<file path="src/rtl/sdram_arbiter.sv">
// Two-port arbiter/sequencer in front of the 32-bit SDRAM controller.
// One access in flight at a time; completion is the rising edge of mem_ready, guarded by a watchdog.
module sdram_arbiter #(
  parameter bit         FIXED_PRIO = 1'b0,
  parameter logic [7:0] TIMEOUT    = 8'd255
) (
  input  logic        clk,
  input  logic        reset,
  input  logic        p0_valid,
  input  logic [25:0] p0_addr,
  input  logic        p0_we,
  input  logic [3:0]  p0_wstrb,
  input  logic [31:0] p0_wdata,
  output logic [31:0] p0_rdata,
  output logic        p0_done,
  output logic        p0_err,
  input  logic        p1_valid,
  input  logic [25:0] p1_addr,
  input  logic        p1_we,
  input  logic [3:0]  p1_wstrb,
  input  logic [31:0] p1_wdata,
  output logic [31:0] p1_rdata,
  output logic        p1_done,
  output logic        p1_err,
  output logic [25:0] mem_addr,
  output logic        mem_we,
  output logic        mem_oe,
  output logic [3:0]  mem_dqm,
  output logic [31:0] mem_din,
  input  logic [31:0] mem_dout,
  input  logic        mem_ready
);

  // state   | meaning
  // IDLE    | no access in flight, arbitrating between the ports
  // BUSY    | access presented to the controller, waiting for ready to rise
  // RECOVER | access finished, waiting for the controller to drop ready
  typedef enum logic [1:0] {IDLE, BUSY, RECOVER} state_t;

  state_t      state;
  logic        last_grant;
  logic        grant;
  logic        ready_q;
  logic [7:0]  wd_cnt;
  logic        rise;
  logic        pick;
  logic        sel_we;
  logic [23:0] sel_word;
  logic [3:0]  sel_wstrb;
  logic [31:0] sel_wdata;
  logic        unused_addr_lsb;

  assign rise = mem_ready & ~ready_q;
  assign unused_addr_lsb = ^{p0_addr[1:0], p1_addr[1:0]};

  always_comb begin
    if (p0_valid && p1_valid) pick = FIXED_PRIO ? 1'b0 : ~last_grant;
    else                      pick = p1_valid;
    sel_we    = pick ? p1_we         : p0_we;
    sel_word  = pick ? p1_addr[25:2] : p0_addr[25:2];
    sel_wstrb = pick ? p1_wstrb      : p0_wstrb;
    sel_wdata = pick ? p1_wdata      : p0_wdata;
  end

  always_ff @(posedge clk) begin
    if (reset) begin
      state      <= IDLE;
      last_grant <= 1'b1;
      grant      <= 1'b0;
      wd_cnt     <= 8'd0;
      ready_q    <= 1'b0;
      mem_addr   <= '0;
      mem_we     <= 1'b0;
      mem_oe     <= 1'b0;
      mem_dqm    <= '0;
      mem_din    <= '0;
      p0_rdata   <= '0;
      p1_rdata   <= '0;
      p0_done    <= 1'b0;
      p1_done    <= 1'b0;
      p0_err     <= 1'b0;
      p1_err     <= 1'b0;
    end else begin
      ready_q <= mem_ready;
      p0_done <= 1'b0;
      p1_done <= 1'b0;
      p0_err  <= 1'b0;
      p1_err  <= 1'b0;
      case (state)
        IDLE: begin
          if (p0_valid || p1_valid) begin
            grant      <= pick;
            last_grant <= pick;
            wd_cnt     <= TIMEOUT;
            mem_addr   <= {sel_word, 2'b00};
            mem_din    <= sel_wdata;
            mem_we     <= sel_we;
            mem_oe     <= ~sel_we;
            mem_dqm    <= sel_we ? ~sel_wstrb : 4'b0000;
            state      <= BUSY;
          end
        end
        BUSY: begin
          // watchdog counts down from TIMEOUT; reaching zero means TIMEOUT cycles without a rise
          if (rise) begin
            if (grant) p1_done <= 1'b1;
            else       p0_done <= 1'b1;
            if (!mem_we) begin
              if (grant) p1_rdata <= mem_dout;
              else       p0_rdata <= mem_dout;
            end
            mem_we  <= 1'b0;
            mem_oe  <= 1'b0;
            mem_dqm <= '0;
            state   <= RECOVER;
          end else if (wd_cnt == 8'd0) begin
            if (grant) begin
              p1_done  <= 1'b1;
              p1_err   <= 1'b1;
              p1_rdata <= '1;
            end else begin
              p0_done  <= 1'b1;
              p0_err   <= 1'b1;
              p0_rdata <= '1;
            end
            mem_we <= 1'b0;
            mem_oe <= 1'b0;
            state  <= RECOVER;
          end else begin
            wd_cnt <= wd_cnt - 8'd1;
          end
        end
        RECOVER: begin
          if (!mem_ready) state <= IDLE;
        end
        default: state <= IDLE;
      endcase
    end
  end

endmodule

</file>
<file path="config.mk">
export PLATFORM = sky130hd
export DESIGN_NAME = sdram_arbiter
export DESIGN_NICKNAME = d
export VERILOG_FILES = /design/src/rtl/sdram_arbiter.sv
export SDC_FILE = /design/constraint.sdc
export NUM_CORES = 1
export LEC_CHECK = 0
export ABC_AREA = 1
export CAP_MARGIN = 25
export CORE_ASPECT_RATIO = 1.25
export CORE_MARGIN = 10
export CORE_UTILIZATION = 55
export DETAILED_ROUTE_END_ITERATION = 8
export DONT_BUFFER_PORTS = 1
export PLACE_DENSITY = 0.7
export SYNTH_ARGS = -nofsm -noshare
export SYNTH_HDL_FRONTEND = slang
export SYNTH_SLANG_ARGS = --single-unit
</file>
<file path="constraint.sdc">
create_clock -name clk -period 4.05 [get_ports clk]
set_input_delay 0.81 -clock clk [delete_from_list [all_inputs] [get_ports clk]]
set_output_delay 0.81 -clock clk [all_outputs]
set_load 0.01 [all_outputs]
</file>
==> flow_metrics.py, run 1 <==
metrics = {
    "floorplanning": {
        "die_area_sq_um": 15900,
        "core_area_sq_um": 11000,
        "start_util_pct": 56.0,
        "die_w_um": 115,
        "rows": 43,
        "io_pins": 295,
        "die_height_um": 139,
    },
    "power_and_ir_drop": {
        "power_frac_seq_pct": 44.0,
        "p_total_mw": 3.92,
        "sw_frac_of_total_pct": 28.0,
        "p_leak_nw": 2.85,
        "p_comb_share_pct": 12.8,
        "power_density_nw_per_um2": 584,
        "clkPwrFrac_pct": 43.1,
        "p_int_mw": 2.82,
        "p_sw_mw": 1.10,
        "ir_worst_vdd_v": 0.000272,
    },
    "placed_design": {
        "place_inst": 953,
        "place_area_sq_um": 6060,
        "hpwl_um": 13900,
        "gp_congestion": 0.851,
        "pre_cts_slack_ns": 1.62,
        "port_buffers": 0,
    },
    "global_route": {
        "grt_pass1_wl_um": 28600,
        "grt_use_met2_pct": 36.8,
        "grt_max_degree": 125,
        "first_global_vias": 5267,
        "use_met1_pct": 24.2,
        "met3_usage_pct": 10.8,
        "grt_antenna_before_repair": 1,
        "grt_remaining_overflow": 0,
        "top_usage_layer": "met2",
        "grt_usage_pct": 22.3,
    },
    "logic_synthesis": {
        "synth_area_leaders": "dfxtp_1 46%, nand2_1 13%, nor2_1 12%",
        "ys_seq_area_share_pct": 46.3,
        "ys_ff_latch": 143,
        "yosys_warnings": 0,
        "synth_area_sq_um": 6180,
        "ys_types": 27,
        "synth_fa_ha_area_share_pct": 0.405,
        "synthCells": 876,
        "synthMuxAreaShare_pct": 0,
        "yosysTopAreaCell": "dfxtp_1",
        "synthArstFlopShare_pct": 0,
        "synth_top_family_by_area": "simple AND/OR/NAND/NOR gates",
        "synth_xor_area_share_pct": 0,
        "synth_area_per_cell_sq_um": 7.05,
        "synth_edf_count": 0,
        "synth_simple_gate_area_share_pct": 34.4,
        "synth_top_area_share_pct": 46.3,
        "yosysMostFrequentCell": "nand2_1",
        "synth_compound_area_share_pct": 11.6,
        "synth.top_cells.by_count": "218 x nand2_1, 190 x nor2_1, 143 x dfxtp_1, 84 x nand3_1, 60 x o21ai_0",
        "ys.flop_type": "dfxtp_1",
    },
    "critical_path": {
        "path_class": "reg2reg",
        "cp_max_fo": 113,
        "cp-start-kind": "register",
        "rrSetupSlack_ns": 1.94,
        "crit_arrival_ns": 2.46,
        "cp_data_required_time_ns": 4.40,
        "cp-end-kind": "register",
    },
    "sta": {
        "tightest_slew_ns": 0.917,
        "setup_viol": 0,
        "fin_hold_ws_ns": 0.460,
        "hold_viol_final": 0,
        "drv_slew": 0,
        "fmax_ghz": 0.475,
        "relSlewSlack_pct": 38.9,
        "rsz0062_at_grt": "false",
        "tns_ns": 0,
        "finClkSkew_ns": 0.00902,
        "fin_crit_ns": 2.11,
        "period_share_pct": 52.0,
        "worst_slack_ns": 1.94,
    },
    "final_layout": {
        "ff_latch_area_sq_um": 2860,
        "postLayoutCoreUtil_pct": 60.7,
        "area_delta_synth_final_pct": 8.44,
        "fillers": 1043,
        "multi_input_area_sq_um": 2880,
        "final_cell_area_sq_um": 6700,
        "drive_above_1_share_pct": 7.56,
        "nets": 1002,
        "instances_no_fill": 983,
    },
    "clock_network": {
        "clock_path_buffers": 2,
        "hold_buffers": 0,
        "postCtsSetupRepairBufs": 0,
        "cts.sinks": 143,
        "cts_buffers": 17,
        "insertion_delay_ns": 0.41,
        "cts_tree": "built",
        "htree_levels": 4,
        "cts_resized": 0,
        "root_buffer": "clkbuf_16",
        "clkTransAtPathRegs_ns": 0.06,
    },
    "routing": {
        "initialDrtViolationCount": 495,
        "ant_nets": 0,
        "vias": 5672,
        "vias_per_cell": 5.77,
        "post_drt_wl_per_cell_um": 19.2,
        "finalWirelength_um": 18800,
        "first_pass_iters": 5,
        "drc": 0,
    },
    "run_status": {
        "status": "finished, final reports clean",
    },
    "run": {
        "cap_violations": 0,
    },
    "hold_path": {
        "hold_path.class": "in2reg",
    },
}
layer usage:
layer	share of wire, %	up-vias
met5	0	-
met4	2.0	0
met3	13	33
met2	49	279
met1	37	2601
li1	-	2759
worst paths after layout:
kind | start | endpoint | cells after the start
worst max-delay path | state[1]$_SDFFE_PP0P_ | mem_dqm[1]$_SDFFE_PP0P_ | 9
worst min-delay path | reset | grant$_SDFFE_PP0P_ | 1
worst max register to register | state[1]$_SDFFE_PP0P_ | mem_dqm[1]$_SDFFE_PP0P_ | 9
worst min register to register | last_grant$_SDFFE_PP1P_ | last_grant$_SDFFE_PP1P_ | 2
cell type report:
type                       instances  area share (%)
antenna                            1          0.0373
clock inverter                    10            2.78
tap                              135            2.52
multi-input combinational        644            43.0
timing repair buffer               5           0.747
clock buffer                      19            6.76
sequential                       143            42.7
inverter                          26            1.46
placed cells by master, fill, tap and decap left out, types with 4 or more instances in the layout:
cell,instances
o21ai_0,60
inv_2,12
dfxtp_1,143
nor2_1,190
bufinv_16,5
nand2_1,217
a31oi_1,56
nand3_1,84
nand2_2,7
inv_1,14
buf_4,4
a21oi_1,11
clkbuf_16,17
flip-flops by register name, indices dropped and copies added (netlist names), 2 cells and up:
| register | count |
|---|---|
| mem_addr | 24 |
| mem_dqm | 4 |
| state | 2 |
| mem_din | 32 |
| p0_rdata | 32 |
| p1_rdata | 32 |
| wd_cnt | 8 |
power groups by stage:
stage                     Clock, mW  Sequential, mW  Combinational [mW]
after CTS                      1.71            1.73               0.501
after global routing           1.78            1.74               0.574
final                          1.69            1.72               0.502
after global placement            0            1.75               0.475
after detailed placement          0            1.76               0.500
after floorplan                   0            1.70               0.442
logic make-up after synthesis:
| group | count (synthesis) |
|---|---|
| AOI/OAI and AO/OA | 129 |
| adders and majority gates | 2 |
| buffers and inverters | 90 |
| DFF | 143 |
| other | 1 |
| and+or+nand+nor | 511 |
worst max-delay path, stage by stage (launching register included):
cell     delay (ns)
dfxtp_1        0.31
nor2_1         0.14
o21ai_1        0.08
buf_4          0.19
inv_2          0.05
buf_4          0.68
nand3_2        0.28
nor2_1         0.17
nor2_1         0.06
nor2_1         0.07
Note: power is estimated with default switching activity, not from simulation.
==> inputs of run 2 (changes only) <==
==> constraint.sdc (replaced) <==
create_clock -name clk -period 2.1 [get_ports clk]
set_input_delay 0.42 -clock clk [delete_from_list [all_inputs] [get_ports clk]]
set_output_delay 0.42 -clock clk [all_outputs]
set_load 0.01 [all_outputs]
==> flow_metrics.py, run 2 (same netlist as run 1, synthesis figures left out) <==
metrics = {
    "routing": {
        "vias": 5770,
        "finalWirelength_um": 18900,
        "vias_per_cell": 5.82,
        "drc": 0,
        "ant_nets": 0,
        "first_pass_iters": 5,
        "post_drt_wl_per_cell_um": 19.1,
        "initialDrtViolationCount": 506,
    },
    "sta": {
        "fin_crit_ns": 1.91,
        "period_share_pct": 90.8,
        "fin_hold_ws_ns": 0.0773,
        "drv_slew": 0,
        "setup_viol": 0,
        "rsz0062_at_grt": "false",
        "fmax_ghz": 0.524,
        "tightest_slew_ns": 0.587,
        "hold_viol_final": 0,
        "finClkSkew_ns": 0.00794,
        "tns_ns": 0,
        "relSlewSlack_pct": 60.8,
    },
    "hold_path": {
        "whs_path_depth": 1,
        "hold_path.class": "in2reg",
    },
    "run_status": {
        "status": "finished, final reports clean",
    },
    "floorplanning": {
        "die_height_um": 139,
        "rows": 43,
        "die_area_sq_um": 15900,
        "die_w_um": 115,
        "start_util_pct": 56.0,
        "io_pins": 295,
        "core_area_sq_um": 11000,
    },
    "final_layout": {
        "final_cell_area_sq_um": 6750,
        "nets": 1009,
        "layout.cells.most_common_list": "217 x nand2_1, 190 x nor2_1, 143 x dfxtp_1",
        "area_delta_synth_final_pct": 9.30,
        "layout_commonest_cell": "nand2_1",
        "drive_above_1_share_pct": 8.53,
        "reg_top3": "mem_din: 32 flops, p0_rdata: 32 flops, p1_rdata: 32 flops",
        "antenna_cells": 0,
    },
    "clock_network": {
        "postCtsSetupRepairBufs": 0,
        "root_buffer": "clkbuf_16",
        "cts_buffers": 17,
        "clock_path_buffers": 2,
        "cts_tree": "built",
        "cts.sinks": 143,
        "clkTransAtPathRegs_ns": 0.06,
        "insertion_delay_ns": 0.41,
        "htree_levels": 4,
        "hold_buffers": 0,
        "cts_resized": 0,
    },
    "global_route": {
        "top_usage_layer": "met2",
        "grt_usage_pct": 22.4,
        "grt_antenna_before_repair": 0,
        "grt_use_met2_pct": 35.1,
        "grt_remaining_overflow": 0,
        "first_global_vias": 5412,
        "met3_usage_pct": 11.2,
        "grt_pass1_wl_um": 29100,
        "use_met1_pct": 25.2,
        "grt_max_degree": 125,
    },
    "placed_design": {
        "hpwl_um": 14000,
        "gp_congestion": 0.847,
        "port_buffers": 0,
        "place_area_sq_um": 6170,
    },
    "critical_path": {
        "path_class": "reg2reg",
        "crit_arrival_ns": 2.21,
        "cp_num_cells": 10,
        "cp_data_required_time_ns": 2.40,
        "critPathBufInv": 3,
        "cp_max_fo": 24,
        "crit_chain": "inv_1, ha_1, inv_1, nor3_2, nand3_1, nand2_4, buf_12, nand3_1, nand2_1, nor2_1",
        "r2r_end": "p0_rdata[27]$_SDFFE_PP0P_",
        "critPathTopFamily": "simple AND/OR/NAND/NOR gates",
        "slowest_delay_ns": 0.31,
        "reg2regPathDepth": 10,
        "cp-start-kind": "register",
        "cp-end-kind": "register",
        "slowest_stage": "dfxtp_1",
        "cp-endpoint": "p0_rdata[27]$_SDFFE_PP0P_",
        "rrSetupSlack_ns": 0.19,
        "reg2reg_from": "wd_cnt[0]$_SDFFE_PP0P_",
        "crit_path_start": "wd_cnt[0]$_SDFFE_PP0P_",
    },
    "power_and_ir_drop": {
        "power_density_nw_per_um2": 1080,
        "ir_worst_vdd_v": 0.000499,
        "p_leak_nw": 2.86,
        "p_total_mw": 7.27,
    },
    "run": {
        "cap_violations": 0,
    },
}
-- run 2: cell count changes in the layout (fill, tap and decap cells not counted), sizes merged --
cell	delta
clkinvlp	+4
clkbuf	-1
clkinv	+1
buf	+7
diode	-1
inv	+1
bufinv	-3
-- run 2: worst min-delay path by stage --
stage          slack (ns)                     from                      end
6_report             0.08                    reset      mem_we$_SDFFE_PP0P_
3_5_place_dp         0.45  last_grant$_SDFFE_PP1P_  last_grant$_SDFFE_PP1P_
3_3_place_gp         0.45  last_grant$_SDFFE_PP1P_  last_grant$_SDFFE_PP1P_
2_1_floorplan        0.43  last_grant$_SDFFE_PP1P_  last_grant$_SDFFE_PP1P_
5_1_grt              0.06                    reset   wd_cnt[2]$_SDFFE_PP0P_
4_1_cts              0.06                    reset       grant$_SDFFE_PP0P_
-- run 2: area by class of cell --
type                            instances  area, sq um
Fill cell                            1008         4280
Multi-Input combinational cell        644         2880
Sequential cell                       143         2860
Clock buffer                           18          439
Tap cell                              135          169
Timing Repair Buffer                   12          165
Clock inverter                         13          140
Inverter                               26         97.6
-- run 2: worst register-to-register path: cells and delay by family (launching register included) --
family	cells	cell delay [ns]
buf+inv	3	0.38
flops	1	0.31
fa+ha+maj	1	0.17
simple gates	6	0.94
-- run 2: stage by stage --
stage / utilization [%] / setup slack (ns) / instances
after floorplan: - / 0.633 / 877
after global placement: 56.0 / 0.348 / 960
after detailed placement: 56.0 / 0.237 / 960
after CTS: 61.2 / 0.186 / 991
after global routing: 61.2 / 0.0315 / 991
final: 61.2 / 0.193 / 991
-- run 2: power breakdown --
part | leakage (nW) | switching, mW | internal, mW
Clock | 0.275 | 1.15 | 1.78
Combinational | 1.41 | 0.678 | 0.348
Sequential | 1.17 | 0.339 | 2.98
Total | 2.86 | 2.17 | 5.11
-- run 2: layer usage --
metal,part of all wire [%],vias up
li1,-,2785
met1,37,2645
met2,48,303
met3,13,37
met4,2.8,0
met5,0,-
